[config.mk]
export PLATFORM = sky130hd
export DESIGN_NAME = vga_sync_rx
export DESIGN_NICKNAME = d
export VERILOG_FILES = /design/src/rtl/vga_sync_rx.sv
export SDC_FILE = /design/constraint.sdc
export NUM_CORES = 1
export LEC_CHECK = 0
export BUFFER_PORTS_ARGS = -buffer_cell sky130_fd_sc_hd__buf_2
export CAP_MARGIN = 20
export CORE_AREA = 2 2 129 131
export CTS_BUF_LIST = sky130_fd_sc_hd__clkbuf_8 sky130_fd_sc_hd__clkbuf_16
export DETAILED_ROUTE_END_ITERATION = 12
export DIE_AREA = 0 0 131 133
export PLACE_DENSITY = 0.45
export SYNTH_ARGS = -nofsm -noshare
export SYNTH_HDL_FRONTEND = slang
export SYNTH_SLANG_ARGS = --single-unit
export TNS_END_PERCENT = 20
[constraint.sdc]
create_clock -name clk -period 2.65 [get_ports clk]
set_input_delay 0.265 -clock clk [delete_from_list [all_inputs] [get_ports clk]]
set_output_delay 0.265 -clock clk [all_outputs]
set_load 0.01 [all_outputs]
[src/rtl/vga_sync_rx.sv]
// vga_sync_rx: recovers pixel coordinates from a vga_sync-style stream and tracks sync lock.
// Define VGA_SYNC_RX_ERRCNT_EN to build the saturating sync-error counter behind err_cnt.
module vga_sync_rx #(
  parameter int unsigned H_DISPLAY = 640,
  parameter int unsigned H_FRONT   = 16,
  parameter int unsigned H_RETRACE = 96,
  parameter int unsigned H_BACK    = 48,
  parameter int unsigned V_DISPLAY = 480,
  parameter int unsigned V_FRONT   = 10,
  parameter int unsigned V_RETRACE = 2,
  parameter int unsigned V_BACK    = 33
) (
  input  logic        clk,
  input  logic        reset_n,
  input  logic        p_tick,
  input  logic        hsync,
  input  logic        vsync,
  input  logic [11:0] rgb_in,
  output logic [10:0] pix_x,
  output logic [10:0] pix_y,
  output logic        pix_valid,
  output logic [11:0] rgb_out,
  output logic        locked,
  output logic        sync_err,
  output logic [15:0] frame_cnt,
  output logic [7:0]  err_cnt
);

  localparam int unsigned H_TOTAL = H_DISPLAY + H_FRONT + H_RETRACE + H_BACK;
  localparam int unsigned V_TOTAL = V_DISPLAY + V_FRONT + V_RETRACE + V_BACK;
  localparam int unsigned CW      = 11;
  localparam int unsigned WD_W    = $clog2(2 * H_TOTAL + 1);

  localparam logic [CW-1:0]   H_SYNC_POS = CW'(H_DISPLAY + H_FRONT);
  localparam logic [CW-1:0]   H_LAST     = CW'(H_TOTAL - 1);
  localparam logic [CW-1:0]   V_SYNC_POS = CW'(V_DISPLAY + V_FRONT);
  localparam logic [CW-1:0]   V_LAST     = CW'(V_TOTAL - 1);
  localparam logic [CW-1:0]   H_ACT      = CW'(H_DISPLAY);
  localparam logic [CW-1:0]   V_ACT      = CW'(V_DISPLAY);
  localparam logic [WD_W-1:0] WD_LIMIT   = WD_W'(2 * H_TOTAL);
  localparam logic [WD_W-1:0] WD_LAST    = WD_W'(2 * H_TOTAL - 1);

  typedef enum logic [1:0] {SEARCH, VERIFY, LOCKED} state_e;

  state_e          state_q, state_d;
  logic            hs_q, hs_d, vs_q, vs_d;
  logic [CW-1:0]   hcnt_q, hcnt_d, vcnt_q, vcnt_d;
  logic [WD_W-1:0] wd_q, wd_d;
  logic [CW-1:0]   pix_x_q, pix_x_d, pix_y_q, pix_y_d;
  logic            pix_valid_q, pix_valid_d;
  logic [11:0]     rgb_q, rgb_d;
  logic            locked_q, locked_d;
  logic            sync_err_q, sync_err_d;
  logic [15:0]     frame_cnt_q, frame_cnt_d;

  logic            hs_edge, vs_edge, h_wrap, wd_expire, viol;
  logic [CW-1:0]   vcnt_inc;

  // Edge detection, counters, checks, next state and output staging.
  always_comb begin
    state_d     = state_q;
    hs_d        = hs_q;
    vs_d        = vs_q;
    hcnt_d      = hcnt_q;
    vcnt_d      = vcnt_q;
    wd_d        = wd_q;
    pix_x_d     = pix_x_q;
    pix_y_d     = pix_y_q;
    pix_valid_d = pix_valid_q;
    rgb_d       = rgb_q;
    locked_d    = locked_q;
    frame_cnt_d = frame_cnt_q;
    sync_err_d  = 1'b0;
    hs_edge     = 1'b0;
    vs_edge     = 1'b0;
    h_wrap      = 1'b0;
    wd_expire   = 1'b0;
    viol        = 1'b0;
    vcnt_inc    = vcnt_q;

    if (p_tick) begin
      hs_edge = hs_q & ~hsync;
      vs_edge = vs_q & ~vsync;
      hs_d    = hsync;
      vs_d    = vsync;
      h_wrap  = (hcnt_q == H_LAST) && !hs_edge;
      if (h_wrap) begin
        vcnt_inc = (vcnt_q == V_LAST) ? '0 : vcnt_q + CW'(1);
      end

      // Watchdog saturates at its limit so an expiry is reported only once.
      if (hs_edge) begin
        wd_d = '0;
      end else if (wd_q != WD_LIMIT) begin
        wd_d      = wd_q + WD_W'(1);
        wd_expire = (wd_q == WD_LAST);
      end

      viol = (state_q != SEARCH) &&
             ((hs_edge && (hcnt_q != H_SYNC_POS)) ||
              (vs_edge && (vcnt_inc != V_SYNC_POS)) ||
              wd_expire);

      if (vs_edge) begin
        hcnt_d = CW'(1);
      end else if (hs_edge) begin
        hcnt_d = H_SYNC_POS + CW'(1);
      end else if (h_wrap) begin
        hcnt_d = '0;
      end else begin
        hcnt_d = hcnt_q + CW'(1);
      end
      vcnt_d = vs_edge ? V_SYNC_POS : vcnt_inc;

      pix_x_d = vs_edge ? '0 : (hs_edge ? H_SYNC_POS : hcnt_q);
      pix_y_d = vcnt_q;
      rgb_d   = rgb_in;

      case (state_q)
        SEARCH: if (vs_edge) state_d = VERIFY;
        VERIFY: begin
          if (viol)         state_d = SEARCH;
          else if (vs_edge) state_d = LOCKED;
        end
        LOCKED: begin
          if (viol)         state_d     = SEARCH;
          else if (vs_edge) frame_cnt_d = frame_cnt_q + 16'd1;
        end
        default: state_d = SEARCH;
      endcase

      locked_d    = (state_d == LOCKED);
      pix_valid_d = locked_d && (pix_x_d < H_ACT) && (pix_y_d < V_ACT);
      sync_err_d  = viol;
    end
  end

  always_ff @(posedge clk or negedge reset_n) begin
    if (!reset_n) begin
      state_q     <= SEARCH;
      hs_q        <= 1'b1;
      vs_q        <= 1'b1;
      hcnt_q      <= '0;
      vcnt_q      <= '0;
      wd_q        <= '0;
      pix_x_q     <= '0;
      pix_y_q     <= '0;
      pix_valid_q <= 1'b0;
      rgb_q       <= '0;
      locked_q    <= 1'b0;
      sync_err_q  <= 1'b0;
      frame_cnt_q <= '0;
    end else begin
      state_q     <= state_d;
      hs_q        <= hs_d;
      vs_q        <= vs_d;
      hcnt_q      <= hcnt_d;
      vcnt_q      <= vcnt_d;
      wd_q        <= wd_d;
      pix_x_q     <= pix_x_d;
      pix_y_q     <= pix_y_d;
      pix_valid_q <= pix_valid_d;
      rgb_q       <= rgb_d;
      locked_q    <= locked_d;
      sync_err_q  <= sync_err_d;
      frame_cnt_q <= frame_cnt_d;
    end
  end

`ifdef VGA_SYNC_RX_ERRCNT_EN
  logic [7:0] err_cnt_q, err_cnt_d;

  // Counts violations, sticking at 255.
  always_comb begin
    err_cnt_d = err_cnt_q;
    if (viol && (err_cnt_q != 8'hFF)) err_cnt_d = err_cnt_q + 8'd1;
  end

  always_ff @(posedge clk or negedge reset_n) begin
    if (!reset_n) err_cnt_q <= '0;
    else          err_cnt_q <= err_cnt_d;
  end

  assign err_cnt = err_cnt_q;
`else
  assign err_cnt = 8'd0;
`endif

  assign pix_x     = pix_x_q;
  assign pix_y     = pix_y_q;
  assign pix_valid = pix_valid_q;
  assign rgb_out   = rgb_q;
  assign locked    = locked_q;
  assign sync_err  = sync_err_q;
  assign frame_cnt = frame_cnt_q;

endmodule

# Word level (Yosys, flattened, before mapping)
# Index checks and enable logic that the tools add are counted.
[word_totals]
romBits = 0
latchBits = 0
output_inout_bits = 61
mem_bits_rw = 0
reg_bits = 90
mem_count = 0
word_cells = 68
[op_classes]
n_lt_le_gt_ge = 2
n_mul = 0
bitwise_logic = 5
n_mux = 21
addsub = 4
reduce_logical = 14
div_mod_pow = 0
shifts = 0
n_eq_ne = 9
[ops]
columns = ["op", "n"]
rows = [
  ["11-bit 2-to-1 mux", 11],
  ["11-bit by 1-bit adder with 11-bit output (second input constant)", 3],
  ["11-bit by 10-bit equality test with 1-bit output (second input constant)", 2],
  ["16-bit by 1-bit adder with 16-bit output (second input constant)", 1],
  ["11-bit equality test (second input constant)", 1],
  ["11-bit by 10-bit less-than comparator with 1-bit output (second input constant)", 1],
  ["11-bit by 9-bit less-than comparator with 1-bit output (second input constant)", 1],
  ["11-bit by 10-bit != test with 1-bit output (second input constant)", 1],
  ["11-bit != test (second input constant)", 1],
  ["11-bit by 9-bit != test with 1-bit output (second input constant)", 1],
  ["2-bit 2-to-1 mux", 5],
  ["1-bit logical AND", 6],
  ["2-bit case mux with 3 select lines", 1],
  ["2-bit equality test (second input constant)", 2],
  ["1-bit 2-to-1 mux", 4],
  ["4-bit AND reduction", 1],
  ["2-bit nonzero test", 2],
  ["1-bit inverter", 3],
  ["1-bit bitwise AND", 2],
  ["2-bit by 1-bit equality test with 1-bit output (second input constant)", 1],
  ["2-bit logical NOT", 1],
  ["1-bit logical OR", 2],
  ["2-bit AND reduction", 1],
  ["1-bit logical NOT", 1],
]

# Depth between registers and ports, before layout
[depth]
word_depth = 17
ltp_mapped = 10

# Worst setup path after synthesis
# Ideal clock, no wire load.
[synth_timing]
path_type = "flip-flop to flip-flop"
startpoint = "reg hcnt_q[0]"
endpoint = "reg frame_cnt_q[1], in the netlist frame_cnt[1]"
required_time_ps = 2525
path_stages_with_launch = 9
setup_time_ps = 125
arrival_time_ps = 2371
path_buffers = 0
path_slack_ps = 154
path_cell_list = "dfrtp_1 -> ha_1 -> nand3_1 -> or3_4 -> nor2_1 -> mux2i_1 -> nand4b_4 -> nor3_1 -> mux2_2"
[synth_between]
elab_chain_cells = 11
elab_cells_between_ends = 13
cone_classes = "eq/ne: 3; mux: 2; bitwise: 1; reduce/logical: 7"
[synth_lines]
columns = ["item", "line", "source"]
rows = [
  ["from (decl)", "47", "logic [CW-1:0] hcnt_q, hcnt_d, vcnt_q, vcnt_d;"],
  ["from (signal assigned)", "157", "hcnt_q <= hcnt_d;"],
  ["11-bit by 10-bit equality test with 1-bit output", "86", "h_wrap = (hcnt_q == H_LAST) && !hs_edge;"],
  ["1-bit logical AND", "86", ""],
  ["11-bit 2-to-1 mux", "87", "if (h_wrap) begin"],
  ["11-bit 2-to-1 mux", "81", "if (p_tick) begin"],
  ["11-bit by 9-bit != test with 1-bit output", "101", "(vs_edge && (vcnt_inc != V_SYNC_POS)) ||"],
  ["1-bit logical AND", "101", ""],
  ["1-bit logical OR (*)", "100", "((hs_edge && (hcnt_q != H_SYNC_POS)) ||"],
  ["1-bit logical OR (*)", "101", ""],
  ["1-bit logical AND (*)", "99", "viol = (state_q != SEARCH) &&"],
  ["1-bit inverter (no source line) (*)", "n/a", ""],
  ["4-bit AND reduction (no source line) (*)", "n/a", ""],
  ["to (signal assigned)", "166", "frame_cnt_q <= frame_cnt_d;"],
  ["to (decl)", "54", "logic [15:0] frame_cnt_q, frame_cnt_d;"],
]
# Mark *: on every way between the ends. The rest lies on a longest branch, timed or not. The select of a mux whose other input is x is not followed.
# A chain may end at the register's enable or synchronous reset.

# Worst setup path after layout
[layout_timing]
startpoint = "reg hcnt_q[0]"
endpoint = "reg frame_cnt_q[6], in the netlist frame_cnt[6]"
# The elaborated chain is that of the path after synthesis.

==> key figures <==
Outcome
  • Status: finished clean

Floorplanning
  • Chip Width: 131 µm
  • Site Rows: 47
  • Starting Density: 29.3%
  • Core Box Area: 0.0162 mm²
  • Top-Level Pins: 78
  • Die H: 133 µm
  • Die area: 0.0174 mm²

CTS
  • Htree depth: 3
  • CTS Sinks: 90
  • CTS tree: built
  • Longest Clk Path Bufs: 2
  • Worst skew pair latency: 360 ps
  • Root Buffer: clkbuf_16
  • Number of clock buffers inserted by TritonCTS: 9
  • Setup Buffers After CTS: 0
  • Clock Pin Slew Worst Setup and Hold Paths: 70 ps

Setup path
  • Kind of critical path: flip-flop to flip-flop
  • Worst-path maximum fanout: 14
  • Worst setup EP type: flip-flop
  • R2R setup slack: 130 ps
  • Crit path required time: 2920 ps
  • CP Launch Type: flip-flop
  • Slowest Stage Delay on Critical Path: 390 ps
  • Critical Path AT: 2790 ps
  • Bufs and invs on worst path: 1
  • Top delay family on crit path: simple AND/OR/NAND/NOR gates
  • FF-to-FF Start: hcnt_q[0]
  • CP cell instances: ha_1 > nand3_2 > or3_4 > nor2_2 > mux2i_2 > nand4b_4 > buf_12 > nor4_1 > xor2_1
  • Critical Path Start: hcnt_q[0]
  • Crit-path slowest cell: dfrtp_1
  • RR Endpoint: frame_cnt[6]
  • Reg2reg path depth: 9

Synth
  • Area share of xor/xnor cells in the synthesized design: 4.61%
  • Adder-cell share of the synthesized area: 1.85%
  • Gate Count Post-Synth: 461
  • Largest family of logic cells by synthesized area: simple AND/OR/NAND/NOR gates
  • Simple logic cell fraction of the synthesized area: 21.2%
  • Top cells by area, synth: dfrtp_1 (46%), mux2_2 (6.2%), xor2_1 (4.4%), o21ai_0 (3.1%), nand2_1 (3.0%)
  • Synthesis Warnings: 0
  • Ys flop type: dfrtp_1
  • Post-synthesis async set-or-reset flop share: 100%
  • Avg Inst Size Synth: 10.3 µm²
  • Mapped cell area: 0.00474 mm²
  • Area leader, netlist: dfrtp_1
  • Synth top area share: 46.4%
  • Sequential cell area fraction in the yosys report: 47.5%
  • Cell variety after synth: 63
  • Mux contribution to synthesized area: 6.38%
  • FF+latch count, synth: 90
  • Number of flops mapped to enable cells by yosys: 0
  • Compound-cell area share of the yosys netlist: 13.1%

Routing
  • Post-DRT Antenna Nets: 0
  • 1st-iter DRT viols: 149
  • Routed vias: 3873
  • Final wirelength: 12100 µm
  • DRT Pass-1 Iters: 4
  • Vias/cell: 4.98
  • DRC Markers: 0
  • Routed len/inst: 15.6 µm

Timing
  • Final count of negative-setup-slack endpoints: 0
  • Highest clock rate: 0.397 GHz
  • Worst-case hold slack: 143 ps
  • Relative slew slack: 60.5%
  • Worst-margin pin slew: 592 ps
  • Final Hold Fails: 0
  • Setup Skew: 9.57 ps
  • Slew Viols, Final: 0
  • Min cycle time layout: 2520 ps
  • Crit path setup slack, layout: 132 ps
  • Fin crit share: 95.0%

Final layout
  • Fill cells: 1641
  • ANT cells: 0
  • Fraction of layout cells with a size suffix above 1: 32.6%
  • Final Non-Filler Cells: 778
  • Final instance area: 0.00588 mm²
  • Commonest non-fill, non-tap cell in the layout: dfrtp_1
  • P&R area growth vs syn: 24.0%
  • Most frequent cells in the layout: dfrtp_1 (88), buf_2 (68), buf_4 (40), nand2_1 (38), o21ai_0 (29)
  • Nets: 577

Power and ir drop
  • Internal cell power: 2.48 mW
  • Maximum vdd drop: 0.346 mV
  • Pleak: 2.66 nW
  • Logic gate share of total power: 17.3%
  • Sequential share of power: 46.0%
  • Total design power: 3.52 mW
  • Pwr dens: 598 mW/mm²
  • Part of the power in the clock network: 36.7%
  • Switching share of power: 29.4%
  • Switching pwr: 1.03 mW

Placement
  • # port buffers: 69
  • Final RePlAce weighted congestion: 0.813
  • DP Cell Count: 761
  • Post-place setup slack: 75.2 ps
  • Dpl hpwl: 8500 µm
  • DP Area: 0.00553 mm²

GRT
  • Largest net degree at the start of global routing: 44
  • Total congestion overflow: 0
  • Global-route wire length before repair: 19800 µm
  • GR Util All Layers: 14.6%
  • Initial antenna violation count: 0
  • Vias in the first global route: 3790

Run
  • Max Cap Viol: 0

Hold path
  • Worst hold endpoint: rgb_out[1]
  • HP Class: primary input to flip-flop
  • Hold path cells: 2
  • Hold path start: rgb_in[1]
-- final cells by class --
type | instances | area [µm²] | area share [%]
multi-input combinational | 327 | 2310 | 39.3
clock buffer | 9 | 225 | 3.83
timing repair buffer | 111 | 691 | 11.7
sequential | 90 | 2250 | 38.3
inverter | 14 | 52.6 | 0.893
clock inverter | 7 | 70.1 | 1.19
tap | 220 | 275 | 4.68
-- cells in the mapped netlist (4+ instances only) --
cell type and count:
dfrtp_1 88, nand2_1 38, o21ai_0 29, nor2_1 27, mux2_2 26, xor2_1 24, nand3_1 22, clkbuf_1 17
a21oi_1 15, nand4_1 15, inv_1 14, a22o_1 9, a31oi_1 9, buf_4 9, and3_1 8, nor4_2 8
ha_1 7, nor4_1 7, buf_2 6, nor3_1 5, nor2b_1 4, o211ai_1 4, o2bb2ai_1 4, o31ai_1 4
o32ai_1 4
-- metrics by stage --
| step | setup TNS, ps | util, % |
|---|---|---|
| after floorplan | 0 | - |
| final | 0 | 36.4 |
| after CTS | 0 | 36.1 |
| after detailed placement | 0 | 34.2 |
| after global routing | -199 | 36.4 |
| after global placement | 0 | 34.2 |
-- worst max path at each step --
stage / endpoint / slack [ps] / depth (start not counted)
CTS: frame_cnt[3] / 40 / 9
finish: frame_cnt[6] / 130 / 9
detailed placement: frame_cnt[3] / 80 / 9
floorplan: frame_cnt[1] / 150 / 8
global placement: frame_cnt[5] / 110 / 9
global route: frame_cnt[3] / -50 / 9
-- repair_timing --
action | in CTS | in global routing
hold buffers | 1 | 0
endpoints found under the setup margin | 0 | 15
gates resized for setup | 0 | 10
hold endpoints to repair | 41 | 0
-- sequential cells by signal (all words and copies together), names as in the netlist --
signal and cells:
frame_cnt 16, hcnt_q 11, hs_q 1, locked 1, pix_valid 1, pix_x 11
pix_y 11, rgb_out 12, state_q 2, sync_err 1, vcnt_q 11, vs_q 1
wd_q 11
-- worst register-to-register path: cells and delay by family, from the launching register on --
kind	cells	cell delay, ps
flops	1	390
mux	1	280
fa+ha+maj	1	200
xor+xnor	1	180
simple gates	5	1200
buf+inv	1	190
-- layer usage --
metal	routed length [µm]	GRT usage [%]
met1	5700	19.7
met2	5730	22.6
met3	520	3.76
met4	182	5.26
met5	0	0
-- power by group through the flow --
stage | Clock (mW) | Combinational [mW] | Sequential (mW)
6_report | 1.29 | 0.608 | 1.62
5_1_grt | 1.41 | 0.674 | 1.64
4_1_cts | 1.35 | 0.609 | 1.61
3_5_place_dp | 0 | 0.604 | 1.64
3_3_place_gp | 0 | 0.597 | 1.64
2_1_floorplan | 0 | 0.344 | 1.63
-- cells by family (layout without fill, tap and decap cells) --
logic type,count (synthesis),after routing
and+or+nand+nor,167,167
AOI/OAI and AO/OA,93,93
DFF,90,90
buffers and inverters,51,141
muxes,27,27
xor gates and xnor gates,25,25
adders and majority gates,7,7
other,1,8
Power figures use the tool's default switching activity.
